### src/rtl/operand_entry.sv
// Operand entry: debounced enter key steps through A, B, opcode capture, then presents the operation.
// Latency: a clean press is captured DEBOUNCE_CYCLES+2 edges after KEY_n is first sampled low.
// Backpressure: PRESENT holds A/B/sub and valid until ready is seen high (clear aborts, reset discards).
module operand_entry #(
    parameter int unsigned DEBOUNCE_CYCLES = 4
) (
    input  logic       clk,
    input  logic       reset,
    input  logic [3:0] SW,
    input  logic       KEY_n,
    input  logic       clear,
    input  logic       ready,
    output logic [3:0] A,
    output logic [3:0] B,
    output logic       sub,
    output logic       valid,
    output logic [1:0] step
);

    // Counter only has to reach DEBOUNCE_CYCLES-1, so ceil(log2) bits never wrap.
    localparam int unsigned CNT_W = (DEBOUNCE_CYCLES > 2) ? $clog2(DEBOUNCE_CYCLES) : 1;
    localparam logic [CNT_W-1:0] CNT_LAST = CNT_W'(DEBOUNCE_CYCLES - 1);

    typedef enum logic [1:0] {
        GET_A   = 2'd0,
        GET_B   = 2'd1,
        GET_OP  = 2'd2,
        PRESENT = 2'd3
    } state_t;

    // Synchronizer flops idle at 1 (key released, KEY_n is active-low).
    logic             sync1_q, sync1_d;
    logic             sync2_q, sync2_d;

    // Debouncer state.
    logic             db_q, db_d;
    logic [CNT_W-1:0] cnt_q, cnt_d;

    // Entry FSM and captured operation.
    state_t           state_q, state_d;
    logic [3:0]       a_q, a_d;
    logic [3:0]       b_q, b_d;
    logic             sub_q, sub_d;
    logic             valid_q, valid_d;

    logic             pressed_sync;
    logic             mismatch;
    logic             cnt_hit;
    logic             press_evt;

    // Two-flop synchronizer on the raw key.
    always_comb begin
        sync1_d = KEY_n;
        sync2_d = sync1_q;
    end

    // Debouncer: count consecutive disagreeing samples; any agreement restarts the count.
    always_comb begin
        pressed_sync = ~sync2_q;
        mismatch     = pressed_sync ^ db_q;
        cnt_hit      = mismatch && (cnt_q == CNT_LAST);
        db_d         = db_q;
        cnt_d        = cnt_q;
        if (!mismatch) begin
            cnt_d = '0;
        end else if (cnt_hit) begin
            db_d  = ~db_q;
            cnt_d = '0;
        end else begin
            cnt_d = cnt_q + 1'b1;
        end
        // Event fires on the same edge that the debounced level rises, so the
        // capture lands together with the pressed_db toggle.
        press_evt = cnt_hit && !db_q;
    end

    // Entry sequencing; clear overrides everything except reset and leaves the operands alone.
    always_comb begin
        state_d = state_q;
        a_d     = a_q;
        b_d     = b_q;
        sub_d   = sub_q;
        if (clear) begin
            state_d = GET_A;
        end else begin
            case (state_q)
                GET_A: begin
                    if (press_evt) begin
                        a_d     = SW;
                        state_d = GET_B;
                    end
                end
                GET_B: begin
                    if (press_evt) begin
                        b_d     = SW;
                        state_d = GET_OP;
                    end
                end
                GET_OP: begin
                    if (press_evt) begin
                        sub_d   = SW[0];
                        state_d = PRESENT;
                    end
                end
                PRESENT: begin
                    if (ready) begin
                        state_d = GET_A;
                    end
                end
                default: begin
                    state_d = GET_A;
                end
            endcase
        end
        // valid is a flop that mirrors "next state is PRESENT", so it never
        // has a combinational path from ready.
        valid_d = (state_d == PRESENT);
    end

    // All state registers; reset wins over clear, ready and key events.
    always_ff @(posedge clk) begin
        if (reset) begin
            sync1_q <= 1'b1;
            sync2_q <= 1'b1;
            db_q    <= 1'b0;
            cnt_q   <= '0;
            state_q <= GET_A;
            a_q     <= 4'h0;
            b_q     <= 4'h0;
            sub_q   <= 1'b0;
            valid_q <= 1'b0;
        end else begin
            sync1_q <= sync1_d;
            sync2_q <= sync2_d;
            db_q    <= db_d;
            cnt_q   <= cnt_d;
            state_q <= state_d;
            a_q     <= a_d;
            b_q     <= b_d;
            sub_q   <= sub_d;
            valid_q <= valid_d;
        end
    end

    assign A     = a_q;
    assign B     = b_q;
    assign sub   = sub_q;
    assign valid = valid_q;
    assign step  = state_q;

endmodule

### config.mk
export PLATFORM = sky130hd
export DESIGN_NAME = operand_entry
export DESIGN_NICKNAME = d
export VERILOG_FILES = /design/src/rtl/operand_entry.sv
export SDC_FILE = /design/constraint.sdc
export NUM_CORES = 1
export LEC_CHECK = 0
export ABC_AREA = 1
export CAP_MARGIN = 10
export CORE_MARGIN = 3
export CORE_UTILIZATION = 40
export DETAILED_ROUTE_END_ITERATION = 10
export PLACE_DENSITY = 0.69
export SYNTH_ARGS = -nofsm -noshare
export SYNTH_HDL_FRONTEND = slang
export SYNTH_SLANG_ARGS = --single-unit
### constraint.sdc
create_clock -name clk -period 1 [get_ports clk]
set_clock_uncertainty 0.05 [all_clocks]
set_input_delay 0.15 -clock clk [delete_from_list [all_inputs] [get_ports clk]]
set_output_delay 0.15 -clock clk [all_outputs]
set_load 0.03 [all_outputs]
# After elaboration in Yosys (flattened, before gate mapping)

Cells that the tools add are included.

Reductions and logical operators: 9
Bitwise logic cells: 5
Multiplexer cells: 6
Add/subtract/negate cells: 1
Equality and inequality tests: 5

Operators with widths:

| cell                                                 | number |
|---|---|
| 2-to-1 mux 2 bit                                     | 5 |
| AND reduction 3 bit                                  | 3 |
| equality test 2 bit (second input constant)          | 4 |
| case mux 2 bit (4 select lines)                      | 1 |
| NOT 1 bit                                            | 4 |
| OR reduction 3 bit                                   | 1 |
| adder 2 x 1 -> 2 bit (second input constant)         | 1 |
| equality test 2 x 1 -> 1 bit (second input constant) | 1 |
| logical AND 1 bit                                    | 2 |
| zero test 2 bit                                      | 1 |
| AND reduction 2 bit                                  | 1 |
| zero test 1 bit                                      | 1 |
| XOR 1 bit                                            | 1 |

Word-level logic and storage cells: 35
Input bits: 9
Output and inout port bits: 12
Register bits after elaboration: 17

# Logic depth before layout (Yosys ltp)

Depth after elaboration: 8
Depth in mapped cells: 6
Gate-level depth less buffers: 6

# Worst setup path before layout

OpenSTA, ideal clock, no wires.

Kind: flip-flop to flip-flop
Start point: register state_q[0] (netlist: step[0])
End point: register b_q[0] (netlist: B[0])
Stages on the path, launching flop included: 6
Setup time: 0.113 ns
Setup slack: -0.197 ns
Arrival time: 1.034 ns
Required time: 0.837 ns
Buffers on the path: 0
Period minus slack after synthesis: 1.197 ns
Path through: dfxtp_1 -> inv_2 -> nor2_4 -> nand4_4 -> nor2_1 -> nor2_1

Longest elaborated chain between the ends: 2

Ends and longest elaborated chain:

| what                          | RTL line | RTL |
|---|---|---|
| from (decl)                   | 40       | `state_t state_q, state_d;` |
| from (signal assigned)        | 137      | `state_q <= state_d;` |
| equality test 2 x 1 -> 1 bit  | 86       | `case (state_q)` |
| AND reduction 3 bit (no line) | n/a      |  |
| to (signal assigned)          | 129      | `b_q <= 4'h0;` |
| to (signal assigned)          | 139      | `b_q <= b_d;` |
| to (decl)                     | 42       | `logic [3:0] b_q, b_d;` |

Every way passes these cells.
A chain may end at the register's enable or synchronous reset.

# Final worst setup path

Start point: register sync2_q
End point: register a_q[3] (netlist: A[3])

Longest elaborated chain between the ends: 5

Ends and longest elaborated chain:

| what                          | RTL line | RTL |
|---|---|---|
| from (decl)                   | 33       | `logic sync2_q, sync2_d;` |
| from (signal assigned)        | 134      | `sync2_q <= sync2_d;` |
| NOT 1 bit                     | 59       | `pressed_sync = ~sync2_q;` |
| XOR 1 bit                     | 60       | `mismatch = pressed_sync ^ db_q;` |
| logical AND 1 bit             | 61       | `cnt_hit = mismatch && (cnt_q == CNT_LAST);` |
| logical AND 1 bit             | 74       | `press_evt = cnt_hit && !db_q;` |
| AND reduction 3 bit (no line) | n/a      |  |
| to (signal assigned)          | 128      | `a_q <= 4'h0;` |
| to (signal assigned)          | 138      | `a_q <= a_d;` |
| to (decl)                     | 41       | `logic [3:0] a_q, a_d;` |

Every way passes these cells.

==> results.cfg <==
[outcome]
outcome = finished with violations
violations_in_the_final_reports = setup timing

[sta]
setup_repair_after_global_routing_missed_its_margin = true
setup-violations-final = 14
tightestPinTransition_ps = 236
hold_ws_ps = 362
final-max-slew-violation-count = 0
finalHoldViolations = 0
achievable-frequency_mhz = 900
period_needed_ps = 1110
slew_headroom_pct = 84.2
layout_setup_ws_ps = -112
min_period_over_period_pct = 111

[clock_network]
cts_inserted_buffers = 3
clock_tree.root_cell = sky130_fd_sc_hd__clkbuf_4
clk_transition_reported_paths_ps = 100
cts_tree = yes
clock_sink_count = 17
cts-root-to-sink-buffers = 2
clock_latency_ps = 300
clock_tree.htree_level_count = 1

[die]
floorplan.die.height_um = 48.6
num_rows = 14
initial_utilization_pct = 45.1
ios = 21
die_w_um = 48.6
core_region_area_mm2 = 0.00161
die_area_mm2 = 0.00236

[power]
power_density_mw_per_mm2 = 1000
p_total_uw = 1140
p_leak_uw = 0.000557
power.ir.vdd_worst_mv = 0.942

[setup_path]
worst_ep_required_time_ps = 1150
crit_family = simple AND/OR/NAND/NOR gates
arrival_ps = 1260
worst_setup_path_end_kind = flop
crit_path_max_fanout = 8
setup.worst_path.class = flop to flop
cp_dominant_cell_by_count = sky130_fd_sc_hd__nor2_1
slowest_stage = sky130_fd_sc_hd__dfxtp_2
path_buf_inv = 1
crit_reg_reg_startpoint = sync2_q
worst-path-stages = 5
reg2reg_depth = 5
startpoint_kind_of_the_worst_setup_timing_path = flop
crit_path_cell_trace = nor2_4 -> buf_12 -> nand4_4 -> nor2_1 -> nor2_1
worst_r2r_endpoint = A[3]
worst_path_largest_cell_delay_ps = 350
worst-r2r-setup-slack_ps = -110

[grt]
grt_pass1_wl_um = 2960
grt_start_max_net_pins = 11
grt_pass1_vias = 677
antenna_found_initial = 0
grt_remaining_overflow = 0
grt_use_total_pct = 16.1

[logic_synthesis]
ys_seq_elements = 17
synthMostInstantiatedCell = sky130_fd_sc_hd__nor2_1
synthTopCellsByCount = sky130_fd_sc_hd__nor2_1 (26), sky130_fd_sc_hd__nand2_1 (24), sky130_fd_sc_hd__dfxtp_1 (17), sky130_fd_sc_hd__inv_1 (17)
postSynthAreaPerCell_um2 = 7.20
synth_top_area_cells = sky130_fd_sc_hd__dfxtp_1 (47%), sky130_fd_sc_hd__nor2_1 (13%), sky130_fd_sc_hd__nand2_1 (12%)
yosys.area.top_type = sky130_fd_sc_hd__dfxtp_1
synth_cells = 101
synth_edf_count = 0
postSynth.asyncResetShare_pct = 0
synth-main-ff-cell = sky130_fd_sc_hd__dfxtp_1
synth-warning-count = 0
netlist_area_um2 = 727
yosysTopAreaCellShare_pct = 46.8
mappedNetlistNets = 111
sequential_area_share_after_synthesis_pct = 46.8
synth_cell_types = 16

[final_layout]
seqCellArea_um2 = 364
layout-area-overhead-vs-synth_pct = 56.8
layout-drive-gt1-share_pct = 42.1
fill_cells = 154
multi_input_comb_area_um2 = 355
finish.utilization_pct = 70.7
insertedDiodeCount = 0
final_net_count = 144

[placed_design]
gp_congestion = 0.735
buffers_added_on_ports = 20
place.detailed.hpwl_um = 1140

[worst_hold_path]
min_path_cells = 2
min_delay_worst_endpoint = sync1_q
hold_path_start = KEY_n
holdCritPathClass = primary input to flop

[routing]
route.antenna.remaining_nets = 0
detail_route.drc_violations = 0
dr_vias = 693
wire_per_inst_um = 10.7
routed_via_density = 4.41
drt-initial-drc-count = 7
routed_wl_um = 1680
dr.pass1.iters = 4

[flow_run]
maxCapViolations = 0
-- cell usage in the layout, fill, tap and decap left out --
cell type / instances
sky130_fd_sc_hd__dfxtp_1: 2
sky130_fd_sc_hd__nor2_2: 3
sky130_fd_sc_hd__buf_12: 1
sky130_fd_sc_hd__buf_6: 12
sky130_fd_sc_hd__or2_2: 2
sky130_fd_sc_hd__nand4_4: 2
sky130_fd_sc_hd__nor2_4: 3
sky130_fd_sc_hd__dfxtp_2: 13
sky130_fd_sc_hd__inv_2: 2
sky130_fd_sc_hd__clkinv_2: 1
sky130_fd_sc_hd__a21oi_1: 2
sky130_fd_sc_hd__nand2_1: 21
sky130_fd_sc_hd__inv_1: 16
sky130_fd_sc_hd__clkdlybuf4s50_1: 8
sky130_fd_sc_hd__buf_4: 8
sky130_fd_sc_hd__nand3_1: 2
sky130_fd_sc_hd__nor2_1: 22
sky130_fd_sc_hd__dfxtp_4: 2
sky130_fd_sc_hd__nand4_1: 2
sky130_fd_sc_hd__nand2_2: 3
sky130_fd_sc_hd__clkbuf_4: 3
sky130_fd_sc_hd__o21ai_1: 2
sky130_fd_sc_hd__ha_4: 1
-- what timing repair did --
item | in CTS | in global routing
gates resized for setup | 23 | 8
pin swaps | 4 | 7
buffers inserted | 1 | 3
hold buffers | 0 | 0
endpoints found under the setup margin | 23 | 26
-- worst max path at each step --
stage,start,endpoint,slack (ps)
floorplan,sync2_q,valid,-20
global placement,clear,A[1],-270
detailed placement,clear,A[3],-280
CTS,cnt_q[0],valid,-90
global route,sync2_q,B[3],-190
finish,sync2_q,A[3],-110
-- report_power, final --
group          switching, uW  internal, uW  total (uW)
Clock                    226           149         375
Combinational           35.0          53.0        88.0
Sequential              2.91           676         679
-- metrics by stage --
step / setup slack [ps] / setup TNS (ps) / area, um^2 / std cells
finish: -112 / -942 / 1140 / 157
global placement: -266 / -3310 / 992 / 149
global route: -190 / -2200 / 1140 / 157
CTS: -89.4 / -925 / 1100 / 154
floorplan: -15.2 / -17.2 / 762 / 101
detailed placement: -280 / -3500 / 992 / 149
-- layout make-up --
type	instances	area share (%)
multi-input combinational	65	31.2
clock buffer	3	1.98
inverter	18	5.93
clock inverter	1	0.439
sequential	17	31.9
tap	24	2.63
timing repair buffer	29	25.9
-- per-layer routing --
| metal | wire (um) | part of all wire (%) | global-route usage, % | vias to the layer above |
|---|---|---|---|---|
| li1 | - | - | - | 369 |
| met1 | 669 | 40 | 16.8 | 306 |
| met2 | 922 | 55 | 29.6 | 13 |
| met3 | 55 | 3.3 | 3.37 | 5 |
| met4 | 33 | 2.0 | 8.53 | 0 |
| met5 | 0 | 0 | 0 | - |
-- flip-flops by register name, summed over array words and instances (netlist names) --
| signal | count |
|---|---|
| db_q | 1 |
| step | 2 |
| valid | 1 |
| A | 4 |
| sync2_q | 1 |
| sync1_q | 1 |
| cnt_q | 2 |
| sub | 1 |
| B | 4 |
-- logic make-up (layout without fill, tap and decap cells) --
logic type,Yosys count,after routing,synth area share (%)
simple gates,60,60,38.4
buf+inv,19,51,10.3
flops,17,17,46.8
compound gates,4,4,2.75
fa+ha+maj,1,1,1.72
Power figures use the tool's default switching activity.
